## src/rtl/sqrt_arbiter.sv

```systemverilog
// Round-robin arbiter sharing one multi-cycle square-root datapath
// among N_REQ requesters, one operation in flight at a time.
module sqrt_arbiter #(
  parameter  int N_REQ    = 4,
  parameter  int SQRT_LAT = 15,
  localparam int IDW      = (N_REQ > 1) ? $clog2(N_REQ) : 1
) (
  input  logic               clk_i,
  input  logic               rst_i,
  input  logic [N_REQ-1:0]   req_valid_i,
  input  logic [8*N_REQ-1:0] req_data_i,
  output logic [N_REQ-1:0]   req_ready_o,
  output logic               rsp_valid_o,
  output logic [IDW-1:0]     rsp_id_o,
  output logic [7:0]         rsp_data_o,
  input  logic               rsp_ready_i,
  output logic [7:0]         sqrt_dt_o,
  output logic               sqrt_enb_o,
  input  logic [7:0]         sqrt_dt_i,
  output logic               busy_o
);

  typedef enum logic [1:0] {
    S_IDLE,
    S_RUN,
    S_RESP
  } state_t;

  state_t         r_state;
  state_t         w_next;
  logic [IDW-1:0] r_ptr;
  logic [IDW-1:0] r_id;
  logic [7:0]     r_op;
  logic [7:0]     r_rsp;
  logic [7:0]     r_cnt;
  logic [IDW-1:0] w_win;
  logic [IDW:0]   w_idx;
  logic           w_found;
  logic           w_grant;
  logic           w_last;

  // First valid requester at or above r_ptr, wrapping to 0
  always_comb begin
    w_found = 1'b0;
    w_win   = r_ptr;
    w_idx   = '0;
    for (int i = 0; i < N_REQ; i++) begin
      w_idx = {1'b0, r_ptr} + (IDW+1)'(i);
      if (w_idx >= (IDW+1)'(N_REQ))
        w_idx = w_idx - (IDW+1)'(N_REQ);
      if (!w_found && req_valid_i[w_idx[IDW-1:0]]) begin
        w_found = 1'b1;
        w_win   = w_idx[IDW-1:0];
      end
    end
  end

  assign w_grant = (r_state == S_IDLE) && w_found && !rst_i;
  assign w_last  = (r_cnt == 8'(SQRT_LAT - 1));

  always_comb begin
    req_ready_o = '0;
    if (w_grant)
      req_ready_o = N_REQ'(1) << w_win;
  end

  always_ff @(posedge clk_i) begin
    if (rst_i)
      r_state <= S_IDLE;
    else
      r_state <= w_next;
  end

  always_comb begin
    w_next = r_state;
    unique case (r_state)
      S_IDLE: if (w_found)     w_next = S_RUN;
      S_RUN:  if (w_last)      w_next = S_RESP;
      S_RESP: if (rsp_ready_i) w_next = S_IDLE;
      default:                 w_next = S_IDLE;
    endcase
  end

  always_comb begin
    sqrt_enb_o  = 1'b0;
    rsp_valid_o = 1'b0;
    busy_o      = 1'b1;
    unique case (r_state)
      S_IDLE:  busy_o      = 1'b0;
      S_RUN:   sqrt_enb_o  = 1'b1;
      S_RESP:  rsp_valid_o = 1'b1;
      default: busy_o      = 1'b0;
    endcase
  end

  always_ff @(posedge clk_i) begin
    if (rst_i) begin
      r_ptr <= '0;
      r_id  <= '0;
      r_op  <= '0;
      r_rsp <= '0;
      r_cnt <= '0;
    end else begin
      if (w_grant) begin
        r_op  <= req_data_i[{w_win, 3'b000} +: 8];
        r_id  <= w_win;
        r_ptr <= (w_win == IDW'(N_REQ - 1)) ? '0 : w_win + 1'b1;
      end
      if (r_state == S_RUN) begin
        r_cnt <= w_last ? '0 : r_cnt + 8'd1;
        if (w_last)
          r_rsp <= sqrt_dt_i;
      end
    end
  end

  assign sqrt_dt_o  = r_op;
  assign rsp_id_o   = r_id;
  assign rsp_data_o = r_rsp;

endmodule

```

## config.mk

```make
export PLATFORM = sky130hd
export DESIGN_NAME = sqrt_arbiter
export DESIGN_NICKNAME = d
export VERILOG_FILES = /design/src/rtl/sqrt_arbiter.sv
export SDC_FILE = /design/constraint.sdc
export NUM_CORES = 1
export LEC_CHECK = 0
export ABC_AREA = 0
export BUFFER_PORTS_ARGS = -buffer_cell sky130_fd_sc_hd__buf_4
export CAP_MARGIN = 20
export CORE_MARGIN = 10
export CORE_UTILIZATION = 44
export CTS_BUF_LIST = sky130_fd_sc_hd__clkbuf_8
export CTS_CLUSTER_DIAMETER = 50
export DETAILED_ROUTE_END_ITERATION = 10
export GPL_TIMING_DRIVEN = 0
export PLACE_DENSITY = 0.78
export SETUP_SLACK_MARGIN = 0.5
export SYNTH_ARGS = -nofsm -noshare
export SYNTH_HDL_FRONTEND = slang
export SYNTH_SLANG_ARGS = --single-unit
```

## constraint.sdc

```tcl
create_clock -name clk_i -period 1.6 [get_ports clk_i]
set_input_delay 0 -clock clk_i [delete_from_list [all_inputs] [get_ports clk_i]]
set_output_delay 0 -clock clk_i [all_outputs]
set_load 0.1 [all_outputs]
```

* Yosys cells after proc, flatten, opt, wreduce, memory -nomap -nowiden *
Index checks and enable logic that the tools add are counted.

storage, ports and cells
  output and inout port bits = 25
  flip-flop bits (word level) = 30
  bits of input ports = 47
  word-level logic and storage cells = 75

cells by class
  equal/unequal tests = 7
  add/subtract/negate cells = 9
  mux-type cells = 30
  shift-type cells = 2
  reductions and logical operators = 13
  $lt $le $gt $ge = 8

operator list
  cell                                                                                  count
  32-bit by 6-bit indexed part select with 8-bit output                                 1
  2-bit two-way mux                                                                     12
  2-bit by 3-bit < comparator with 1-bit output (second input constant)                 4
  1-bit two-way mux                                                                     11
  3-bit greater-or-equal comparator (second input constant)                             3
  8-bit by 1-bit adder with 8-bit output (second input constant)                        1
  1-bit binary-select mux with 2-bit select                                             4
  8-bit by 4-bit == test with 1-bit output (second input constant)                      1
  8-bit two-way mux                                                                     1
  2-bit by 1-bit subtractor with 2-bit output (second input constant)                   4
  2-bit by 2-bit adder with 3-bit output (second input constant)                        2
  2-bit inequality test (second input constant)                                         3
  2-bit one-hot mux with 3 select lines                                                 1
  1-bit logical AND                                                                     5
  2-bit == test (second input constant)                                                 2
  1-bit logical NOT                                                                     4
  4-bit two-way mux                                                                     1
  1-bit by 2-bit left shift with 4-bit output (first input constant)                    1
  2-bit by 1-bit adder with 3-bit output (second input constant)                        1
  2-bit by 3-bit greater-or-equal comparator with 1-bit output (second input constant)  1
  3-bit AND reduction                                                                   1
  2-bit by 1-bit adder with 2-bit output (second input constant)                        1
  2-bit by 1-bit == test with 1-bit output (second input constant)                      1
  2-bit logical NOT                                                                     1
  other kinds (2)                                                                       2

* Logic depth before layout (Yosys ltp) *
Gate-level depths: netlist (run 1).

  depth in word-level cells = 17
  depth in mapped cells = 9
  gate-level depth less buffers = 7

* Worst setup path after synthesis (run 1) *
No wires, ideal clock.

  path type = reg-to-reg
  start point = register r_state[1]
  end point = register r_cnt[7]
  data required time = 1522 ps
  stages on the path, launching flop included = 9
  slack = -698 ps
  arrival = 2220 ps
  path buffers = 1
  setup time = 78 ps
  clock period less this slack = 2298 ps
  cell sequence = dfxtp_1 > inv_1 > ha_1 > buf_2 > and3_1 > and3_1 > nand4_1 > xor2_1 > nor3_1

on the way
  longest elaborated chain between the ends = 1

ends and longest elaborated chain
  what                                      line  RTL
  start, declared                           29    state_t r_state;
  start signal, assigned                    71    r_state <= w_next;
  2-bit by 1-bit == test with 1-bit output  109   if (r_state == S_RUN) begin
  end signal, assigned                      110   r_cnt <= w_last ? '0 : r_cnt + 8'd1;
  end, declared                             35    logic [7:0] r_cnt;

Every way passes these cells.
A chain may end at the register's enable or synchronous reset.

* Worst setup path in the final report (run 1) *
  start point = register r_ptr[1]
  end point = register r_op[4], in the netlist sqrt_dt_o[4]

on the way
  elaborated cells between the ends (all ways) = 40
  classes of those cells = 7 x add/sub; 4 x order compare; 1 x shift; 20 x mux; 8 x reduce/logical

RTL lines
  what                                                                             line  RTL
  start, declared                                                                  31    logic [IDW-1:0] r_ptr;
  start signal, assigned                                                           107   r_ptr <= (w_win == IDW'(N_REQ - 1)) ? '0 : w_win + 1'b1;
  branches (longest 13 deep; another with 2-bit by 1-bit adder with 3-bit output)  n/a
  2-bit two-way mux (*)                                                            51    if (!w_found && req_valid_i[w_idx[IDW-1:0]]) begin
  net w_win[1]                                                                     36    logic [IDW-1:0] w_win;
  32-bit by 6-bit indexed part select with 8-bit output (*)                        105   r_op <= req_data_i[{w_win, 3'b000} +: 8];
  end signal, assigned                                                             105
  end, declared                                                                    33    logic [7:0] r_op;

Mark *: on every way through the listed nets, which the timed path passes. The select of a mux whose other input is x is not followed.

==> results of run 1 <==
## kinds of logic (layout without fill, tap and decap cells)
family / after synthesis / in the layout / share of synthesized area [%]
compound gates: 25 / 25 / 9.984
flops: 30 / 30 / 36.04
xor+xnor: 4 / 4 / 2.102
simple gates: 63 / 63 / 20.95
mux: 29 / 29 / 17.42
buf+inv: 17 / 130 / 6.006
fa+ha+maj: 10 / 10 / 7.508
## worst min-delay path, cell delays in order
cell	delay (ps)
buf_4	80
mux2i_1	50
nor2_1	110
## placed cells by master, fill, tap and decap left out, types with 2 or more instances in the layout
cell type       n
and2_4          5
nor3_4          3
o21ai_2         2
ha_4            8
inv_1           3
dfxtp_1        23
nand2_1         7
dfxtp_2         3
buf_6          12
nor2_1         19
ha_1            2
clkbuf_1        3
buf_4          79
dlygate4sd3_1   7
dfxtp_4         4
nand3b_1        8
a21oi_1         2
nand4_1         3
o221ai_1        8
buf_12          9
nor2b_1         3
mux2i_1        29
clkbuf_8        6
a21oi_2         6
buf_8           3
xor2_1          4
nor3_2          2
inv_4           3
inv_2           2
## final cells by class
class	instances	area (µm²)	area share, %
plain buffers	9	92.59	2.986
clock buffers	6	82.58	2.663
clock inverters	2	8.758	0.2825
inverters	8	50.05	1.614
multi-input cells	131	1217	39.27
flip-flops and latches	30	619.3	19.98
well taps	48	60.06	1.937
repair buffers	105	969.7	31.28
## power by group through the flow
stage	Clock, µW	Combinational (µW)	Sequential, µW
finish	617	4120	1130
global route	662	4300	1140
CTS	621	3870	1100
detailed placement	0	3080	1120
global placement	0	3050	1110
floorplan	0	1700	1910
## path summary, 6_finish.rpt
check	end	cells after the start
max reg2reg	sqrt_dt_o[4]	9
max	sqrt_dt_o[4]	9
min reg2reg	rsp_data_o[6]	2
min	rsp_data_o[5]	3
## metrics by stage
stage	area, µm²	std cells	hold slack [ps]	setup slack [ps]
2_1_floorplan	1836	178	147.2	-80.42
3_3_place_gp	2429	297	234.6	-230.7
3_5_place_dp	2429	297	244.7	-261.5
4_1_cts	3002	335	9.933	-191.8
5_1_grt	3100	339	48.96	-359.0
6_report	3100	339	9.985	-312.0
## routing by layer
| metal | GRT usage, % | part of all wire (%) | vias to the layer above |
|---|---|---|---|
| met4 | 5.882 | 2.6 | 0 |
| met2 | 32.31 | 55 | 57 |
| met3 | 4.694 | 5.7 | 19 |
| li1 | - | - | 855 |
| met5 | 0 | 0 | - |
| met1 | 18.07 | 37 | 856 |
## flip-flops by register name, summed over array words and instances (netlist names)
| name | cells |
|---|---|
| sqrt_dt_o | 8 |
| rsp_id_o | 2 |
| r_ptr | 2 |
| rsp_data_o | 8 |
| r_state | 2 |
| r_cnt | 8 |
## timing repair
action,4_1_cts,5_1_grt
gates resized for setup,53,16
gates cloned,1,0
endpoints found under the setup margin,37,36
setup buffers,22,4
pin swaps,20,13
hold buffers,7,0
endpoints found under the hold margin,7,0
==> results by group, run 1 <==
Outcome
  – Outcome: finished, violations left
  – Failing checks: setup timing

Power
  – Power, Total: 5866 µW
  – Clk pwr share: approximately a tenth
  – PwrDens: 1892 nW/µm²
  – Peak VDD IR: 0.0009437 V
  – Sequential share of power: about a fifth
  – Net switching power: just under 3000 µW
  – Internal: ~2900 µW
  – Logic pwr share: roughly 70%
  – Switching part of the total: 50.47%
  – Leakage power: about 0.0013 µW

GRT
  – Vias in the first global route: approximately 1900
  – Largest net degree at the start of global routing: 11
  – GRT Residual Overflow: 0
  – All-Layer GR Usage: 17.26%
  – First-pass GRT wire length: 9.066 mm
  – Initial antenna violation count: 0

Timing
  – Maximum clock frequency: about 520 MHz
  – Setup Viol. Count Final: 28
  – Worst Setup Slack, final: -312.0 ps
  – Final TNS setup: -4947 ps
  – Worst slew margin: ~47%
  – Fin crit share: 119.5%
  – Fin. max-slew vios: 0
  – Slew at the pin closest to its max-slew limit: roughly 800 ps
  – RSZ-0062 raised after global routing: yes
  – Final Skew: 5.771 ps
  – Min cycle time layout: around 1900 ps
  – Final Hold Viols: 0

Logic synthesis
  – Top post-synthesis cells by count: dfxtp_1 (30), mux2i_1 (29), nor2_1 (21), ha_1 (10)
  – Syn_nets: around 240
  – Sequential area share after synthesis: a little over a third
  – Cell Area, Synth: between 1500 and 2000 µm²
  – Async S/R FF share, synth: 0%
  – Synth unique cells: 32
  – Ys flop type: dfxtp_1
  – Synth top area cells: dfxtp_1 (36%), mux2i_1 (17%), ha_1 (7.5%), nor2_1 (4.7%), o221ai_1 (4.7%)
  – Synth Instances: around 180
  – FF+latch count, synth: 30
  – Post-synth top area share: a little over a third
  – Post-synth EDFFs: 0
  – Syn Area/Cell: between 9 and 10 µm²
  – Yosys top cell by area: dfxtp_1
  – Most common cell in the netlist: dfxtp_1
  – Synthesis Warnings: 0

Critical path
  – CP endpoint kind: register
  – Slowest CP cell: dfxtp_4
  – CP top delay family: buffers and inverters
  – Max FO, Critical Path: 6
  – R2R Setup Slk: -310 ps
  – Buf/Inv on CP: 4
  – Critical path class: register to register
  – Crit path top cell by count: buf_6
  – Crit-path cells: or2_1 > a21oi_2 > o21ai_2 > buf_6 > buf_12 > buf_4 > buf_6 > mux2i_1 > o221ai_1
  – Critical Path AT: 2040 ps
  – Critical Path Source Type: register
  – Critical path launch point: r_ptr[1]
  – WP data required: approximately 1700 ps
  – Launch point of the worst reg-to-reg path: r_ptr[1]
  – CP max stage delay: approximately 360 ps

Placed design
  – IO Port Bufs: 71
  – Final HPWL DP: 3.789 mm
  – GP Congestion: 0.7628

Flow run
  – Max_cap viols: 0

CTS
  – Clock Latency Late Sink: 280 ps
  – Root Driver: clkbuf_8
  – Clk buf depth: 2
  – Clk slew on worst S/H paths: 70 ps
  – Clock sinks: 30
  – # H-tree levels: 2
  – CTS Buf Count: 5
  – CTS tree: done

Floorplan
  – DIE AREA: between 6000 and 7000 µm²
  – I/O pin cnt: slightly above 70
  – Core Region: 3661 µm²
  – Die W: a little over 80 µm
  – Num rows: 22
  – Chip height: 81.55 µm
  – Initial Utilization: between 40% and 50%

Detailed routing
  – Post-route ant nets: 0
  – DR iter-0 viols: 85
  – Vias per cell: ~5.3
  – WL per Instance: between 15 and 20 µm
  – DRC Markers: 0
  – Via Count: approximately 1800
  – WL final: 6.548 mm
  – DR pass1 iterations: 4

Cells and area
  – Fillers: approximately 210
  – Share of cells above drive strength 1: 55.33%
  – Fin nets: around 350
  – Final core occ: 84.69%
  – Diodes inserted: 0
  – Synth-to-layout area growth: 86.04%

Min path
  – Hold_sp: sqrt_dt_i[5]
  – HP Class: input pin to register
Power figures use the tool's default switching activity.
==> inputs of run 2 (changes only) <==
CELL_PAD_IN_SITES_DETAIL_PLACEMENT = 0   (was unset)
CELL_PAD_IN_SITES_GLOBAL_PLACEMENT = 1   (was unset)
CORE_UTILIZATION = 32   (was 44)
PLACE_DENSITY = unset   (was 0.78)
PLACE_DENSITY_LB_ADDON = 0.1   (was unset)
==> results by group, run 2 (synthesis gave the netlist of run 1 again) <==
Placed design
  – IO Port Bufs: 71 (unchanged)
  – GP Congestion: 0.7024 (-7.9%)
  – Final HPWL DP: 3.797 mm (+0.19%)
  – Placed Cells: 319 (+7.4%)

CTS
  – Clk slew on worst S/H paths: 60 ps (about the same)
  – Root Driver: clkbuf_8
  – CTS tree: done
  – Clk buf depth: 2 (unchanged)
  – # H-tree levels: 2 (unchanged)
  – Clock sinks: 30 (unchanged)
  – CTS Buf Count: 5 (unchanged)
  – Clock Latency Late Sink: 280 ps (about the same)

GRT
  – Initial antenna violation count: 0 (unchanged)
  – Vias in the first global route: 1793 (-6.5%)
  – All-Layer GR Usage: 12.82% (-4.4 points)
  – Largest net degree at the start of global routing: 11 (unchanged)
  – GRT Residual Overflow: 0 (unchanged)
  – First-pass GRT wire length: 8.852 mm (-2.4%)

Outcome
  – Outcome: finished, violations left
  – Failing checks: setup timing

Timing
  – Worst Setup Slack, final: -173.7 ps (+138.3 ps)
  – Fin. max-slew vios: 0 (unchanged)
  – Fin crit share: 110.9% (-8.6 points)
  – Final Hold Viols: 0 (unchanged)
  – Final Skew: 3.977 ps (-1.794 ps)
  – Worst slew margin: 56.40% (+9.2 points)
  – Setup Viol. Count Final: 24 (-14%)
  – Slew at the pin closest to its max-slew limit: 654.0 ps (-138.4 ps)
  – RSZ-0062 raised after global routing: yes
  – Maximum clock frequency: 563.8 MHz (+7.8%)
  – Min cycle time layout: 1774 ps (-138.3 ps)

Detailed routing
  – DR iter-0 viols: 34 (-60%)
  – WL per Instance: 15.27 µm (-21%)
  – Via Count: 1690 (-5.4%)
  – Post-route ant nets: 0 (unchanged)
  – DR pass1 iterations: 4 (unchanged)
  – DRC Markers: 0 (unchanged)
  – WL final: 5.405 mm (-17%)
  – Vias per cell: 4.774 (-9.4%)

Cells and area
  – Most frequent cells in the layout: buf_4 (74), mux2i_1 (24), dfxtp_1 (23)
  – Synth-to-layout area growth: 85.21%
  – Diodes inserted: 0 (unchanged)
  – Share of cells above drive strength 1: 57.39% (+2.1 points)
  – Fin nets: 341 (-1.7%)
  – Fillers: 469 (+130%)
  – Final Non-Filler Cells: 354 (+4.4%)
  – Area of the multi-input gates: 1234 µm² (+1.3%)
  – Most common cell after layout, fill and taps aside: buf_4
  – Reg area: 621.8 µm² (+0.40%)
  – Final core occ: 60.82% (-24 points)

Floorplan
  – I/O pin cnt: 72 (unchanged)
  – Num rows: 26 (+18%)
  – Core Region: 5075 µm² (+39%)
  – Die W: 92.17 µm (+13%)
  – DIE AREA: 8494 µm² (+28%)
  – Chip height: 92.17 µm (+13%)
  – Initial Utilization: 32.84% (-13 points)

Flow run
  – Max_cap viols: 0 (unchanged)

Critical path
  – Critical path class: register to output port
  – CP endpoint kind: output port
  – Max FO, Critical Path: 4 (-2)
  – Critical Path AT: 1770 ps (-270 ps)
  – Worst r2r path cells: 9 (unchanged)
  – Critical Path Source Type: register
  – WP data required: 1600 ps (-130 ps)

Power
  – Leakage power: 0.001299 µW (-2.7%)
  – Peak VDD IR: 0.0008222 V (-13%)
  – PwrDens: 1791 nW/µm² (-5.4%)

Min path
  – HP Class: input pin to register
  – Hold-critical path depth: 3 (unchanged)
-- run 2: area by class of cell --
cell class	instances	share of cell area [%]
Buffer	9	3.121
Clock buffer	5	2.229
Clock inverter	2	0.3243
Inverter	8	1.702
Multi-Input combinational cell	131	39.97
Sequential cell	30	20.15
Tap cell	70	2.837
Timing Repair Buffer	99	29.67
-- run 2: what timing repair did --
item	CTS	global route
endpoints found under the hold margin	8	0
endpoints found under the setup margin	37	36
cloned	1	0
resized for setup	54	23
hold buffers	8	0
pin swaps	16	6
setup buffers	16	3
-- run 2: final timing paths --
path,slack [ps],start,endpoint
max,-170,r_ptr[1],req_ready_o[0]
min reg2reg,460,rsp_id_o[0],rsp_id_o[0]
max reg2reg,-170,r_cnt[0],rsp_data_o[4]
min,20,req_data_i[6],sqrt_dt_o[6]
-- run 2: report_power, final --
part / internal [µW] / switching, µW
combinational: 1470 / 2370
sequential: 967 / 142
clock: 291 / 284
total: 2730 / 2800
-- run 2: worst max-delay path, stage by stage (launching register included) --
cell and delay [ps]:
dfxtp_4 350, or2_1 210, a21oi_2 140, o21ai_2 70
buf_6 130, buf_12 130, clkinv_8 50, ha_4 110
and2_4 140, buf_12 160
-- run 2: per-stage QoR --
| step | setup TNS (ps) | worst slack, ps | total power (µW) | area [µm²] | hold slack (ps) |
|---|---|---|---|---|---|
| after floorplan | -594.7 | -80.42 | 3609 | 1836 | 147.2 |
| after global placement | -2592 | -281.1 | 4202 | 2456 | 232.9 |
| after detailed placement | -2582 | -287.7 | 4210 | 2456 | 241.4 |
| after CTS | -2450 | -181.6 | 5383 | 2970 | 7.971 |
| after global routing | -4922 | -279.9 | 5848 | 3087 | 35.19 |
| final | -2366 | -173.7 | 5527 | 3087 | 15.06 |
-- run 2: layer usage --
metal  vias up  share of wire [%]  global-route usage, %
li1        842                  -                      -
met1       800                 40                  14.83
met2        43                 54                  21.76
met3         5                5.7                  4.890
met4         0               0.74                  3.085
met5         -                  0                      0
==> inputs of run 3 (changes only) <==
PLACE_DENSITY = 0.84   (was unset)
PLACE_DENSITY_LB_ADDON = unset   (was 0.1)
==> results by group, run 3 (synthesis gave the netlist of run 1 again) <==
Cells and area
  – Synth-to-layout area growth: 92.34%
  – Diodes inserted: 0 (unchanged)
  – Final Cell Area: 3206 µm² (+3.9%)
  – Fin nets: 349 (+2.3%)
  – Reg area: 619.3 µm² (-0.40%)
  – Final core occ: 63.17% (+2.3 points)
  – Share of cells above drive strength 1: 57.34% (about the same)
  – Area of the multi-input gates: 1232 µm² (-0.10%)
  – Most common cell after layout, fill and taps aside: buf_4
  – Fillers: 432 (-7.9%)
  – Most frequent cells in the layout: buf_4 (77), mux2i_1 (27), dfxtp_1 (23)

Timing
  – Slew at the pin closest to its max-slew limit: 552.9 ps (-101.1 ps)
  – Worst slew margin: 63.14% (+6.7 points)
  – Setup Viol. Count Final: 26 (+8.3%)
  – Min cycle time layout: 1848 ps (+74.77 ps)
  – Fin. max-slew vios: 0 (unchanged)
  – Maximum clock frequency: 541.0 MHz (-4.0%)
  – Final Skew: 6.967 ps (+2.990 ps)
  – Worst Setup Slack, final: -248.5 ps (-74.77 ps)
  – Fin crit share: 115.5% (+4.7 points)
  – Final Hold Viols: 0 (unchanged)
  – RSZ-0062 raised after global routing: yes

Floorplan
  – Chip height: 92.17 µm (unchanged)
  – DIE AREA: 8494 µm² (unchanged)
  – Initial Utilization: 32.84% (unchanged)
  – Core Region: 5075 µm² (unchanged)
  – Die W: 92.17 µm (unchanged)
  – I/O pin cnt: 72 (unchanged)
  – Num rows: 26 (unchanged)

CTS
  – Clock Latency Late Sink: 280 ps (about the same)
  – Clk slew on worst S/H paths: 70 ps (about the same)
  – Clock sinks: 30 (unchanged)
  – CTS Buf Count: 5 (unchanged)
  – Clk buf depth: 2 (unchanged)
  – Root Driver: clkbuf_8
  – CTS tree: done
  – # H-tree levels: 2 (unchanged)

Power
  – Leakage power: 0.001367 µW (+5.2%)
  – Peak VDD IR: 0.0007768 V (-5.5%)
  – PwrDens: 1846 nW/µm² (+3.1%)

Critical path
  – WP data required: 1600 ps (about the same)
  – Number of cells on the critical path: 9 (unchanged)
  – Crit-path cells: or2_1 > a21oi_2 > o21ai_2 > buf_6 > buf_12 > clkinv_8 > ha_4 > and2_4 > buf_12
  – Crit path top cell by count: buf_12
  – CP max stage delay: 360 ps (about the same)
  – Critical Path AT: 1850 ps (+80 ps)
  – Worst r2r path cells: 9 (unchanged)
  – Critical Path Source Type: register
  – Buf/Inv on CP: 4 (unchanged)
  – Critical path class: register to output port
  – Max FO, Critical Path: 4 (unchanged)
  – CP endpoint kind: output port
  – Slowest CP cell: dfxtp_4
  – CP top delay family: buffers and inverters

Placed design
  – GP Congestion: 0.7559 (+7.6%)
  – DP Area: 2456 µm² (unchanged)
  – IO Port Bufs: 71 (unchanged)
  – Final HPWL DP: 3.859 mm (+1.6%)
  – Place WS: -273.9 ps (+13.82 ps)

Detailed routing
  – Vias per cell: 4.848 (+1.6%)
  – DR iter-0 viols: 40 (+18%)
  – DRC Markers: 0 (unchanged)
  – Post-route ant nets: 0 (unchanged)
  – WL per Instance: 16.58 µm (+8.6%)
  – Via Count: 1760 (+4.1%)
  – DR pass1 iterations: 4 (unchanged)
  – WL final: 6.018 mm (+11%)

Outcome
  – Outcome: finished, violations left
  – Failing checks: setup timing

GRT
  – First-pass GRT wire length: 9.439 mm (+6.6%)
  – Initial antenna violation count: 0 (unchanged)
  – Largest net degree at the start of global routing: 11 (unchanged)
  – Vias in the first global route: 1946 (+8.5%)
  – GRT Residual Overflow: 0 (unchanged)
  – All-Layer GR Usage: 13.80% (+0.98 points)

Min path
  – Hold-critical path depth: 3 (unchanged)
  – HP Class: input pin to register

Flow run
  – Max_cap viols: 0 (unchanged)
==> run 3: cell count changes in the layout (fill, tap and decap cells not counted), sizes merged <==
| cell | delta |
|---|---|
| inv | +1 |
| buf | +8 |
| clkinv | -1 |
| clkbuf | +1 |
==> run 3: layout make-up <==
type	instances	share of cell area [%]
tap	70	2.732
multi-input combinational	131	38.45
timing repair buffer	107	32.20
clock buffer	6	2.576
inverter	8	1.561
sequential	30	19.32
buffer	9	2.888
clock inverter	2	0.2732
==> run 3: repair_timing <==
| item | in CTS | in global routing |
|---|---|---|
| gates cloned | 2 | 0 |
| endpoints found under the setup margin | 37 | 37 |
| endpoints found under the hold margin | 8 | 0 |
| gates resized for setup | 51 | 29 |
| setup buffers | 22 | 4 |
| hold buffers | 8 | 0 |
| pin swaps | 18 | 11 |
==> run 3: power breakdown <==
group          internal [µW]  switching (µW)  total (µW)
combinational           1710            2490        4190
clock                    340             285         625
sequential               962             138        1100
==> run 3: tightest hold or removal path, cell delays in order <==
cell and delay (ps):
buf_4 70, mux2i_1 50, o221ai_1 130
==> run 3: final timing paths <==
path	to	from	slack [ps]
setup reg to reg	sqrt_dt_o[4]	r_ptr[1]	-150
hold / removal	sqrt_dt_o[0]	req_data_i[0]	10
setup / recovery	req_ready_o[1]	r_ptr[1]	-250
hold reg to reg	rsp_id_o[0]	rsp_id_o[0]	460
==> run 3: metrics by stage <==
stage                     std cells  total power [µW]  hold slack [ps]  TNS [ps]
after global placement          319              4171            231.4     -2037
final                           363              5919            9.579     -3112
after detailed placement        319              4199            240.4     -2490
after floorplan                 178              3609            147.2    -594.7
after CTS                       359              5733            5.978     -2576
after global routing            363              6240            18.97     -5725
==> run 3: routing by layer <==
metal,vias up,track usage (%),wire (µm)
met4,0,5.270,133
met3,12,3.912,206
met5,-,0,0
li1,864,-,-
met1,846,14.43,2331
met2,38,25.41,3346
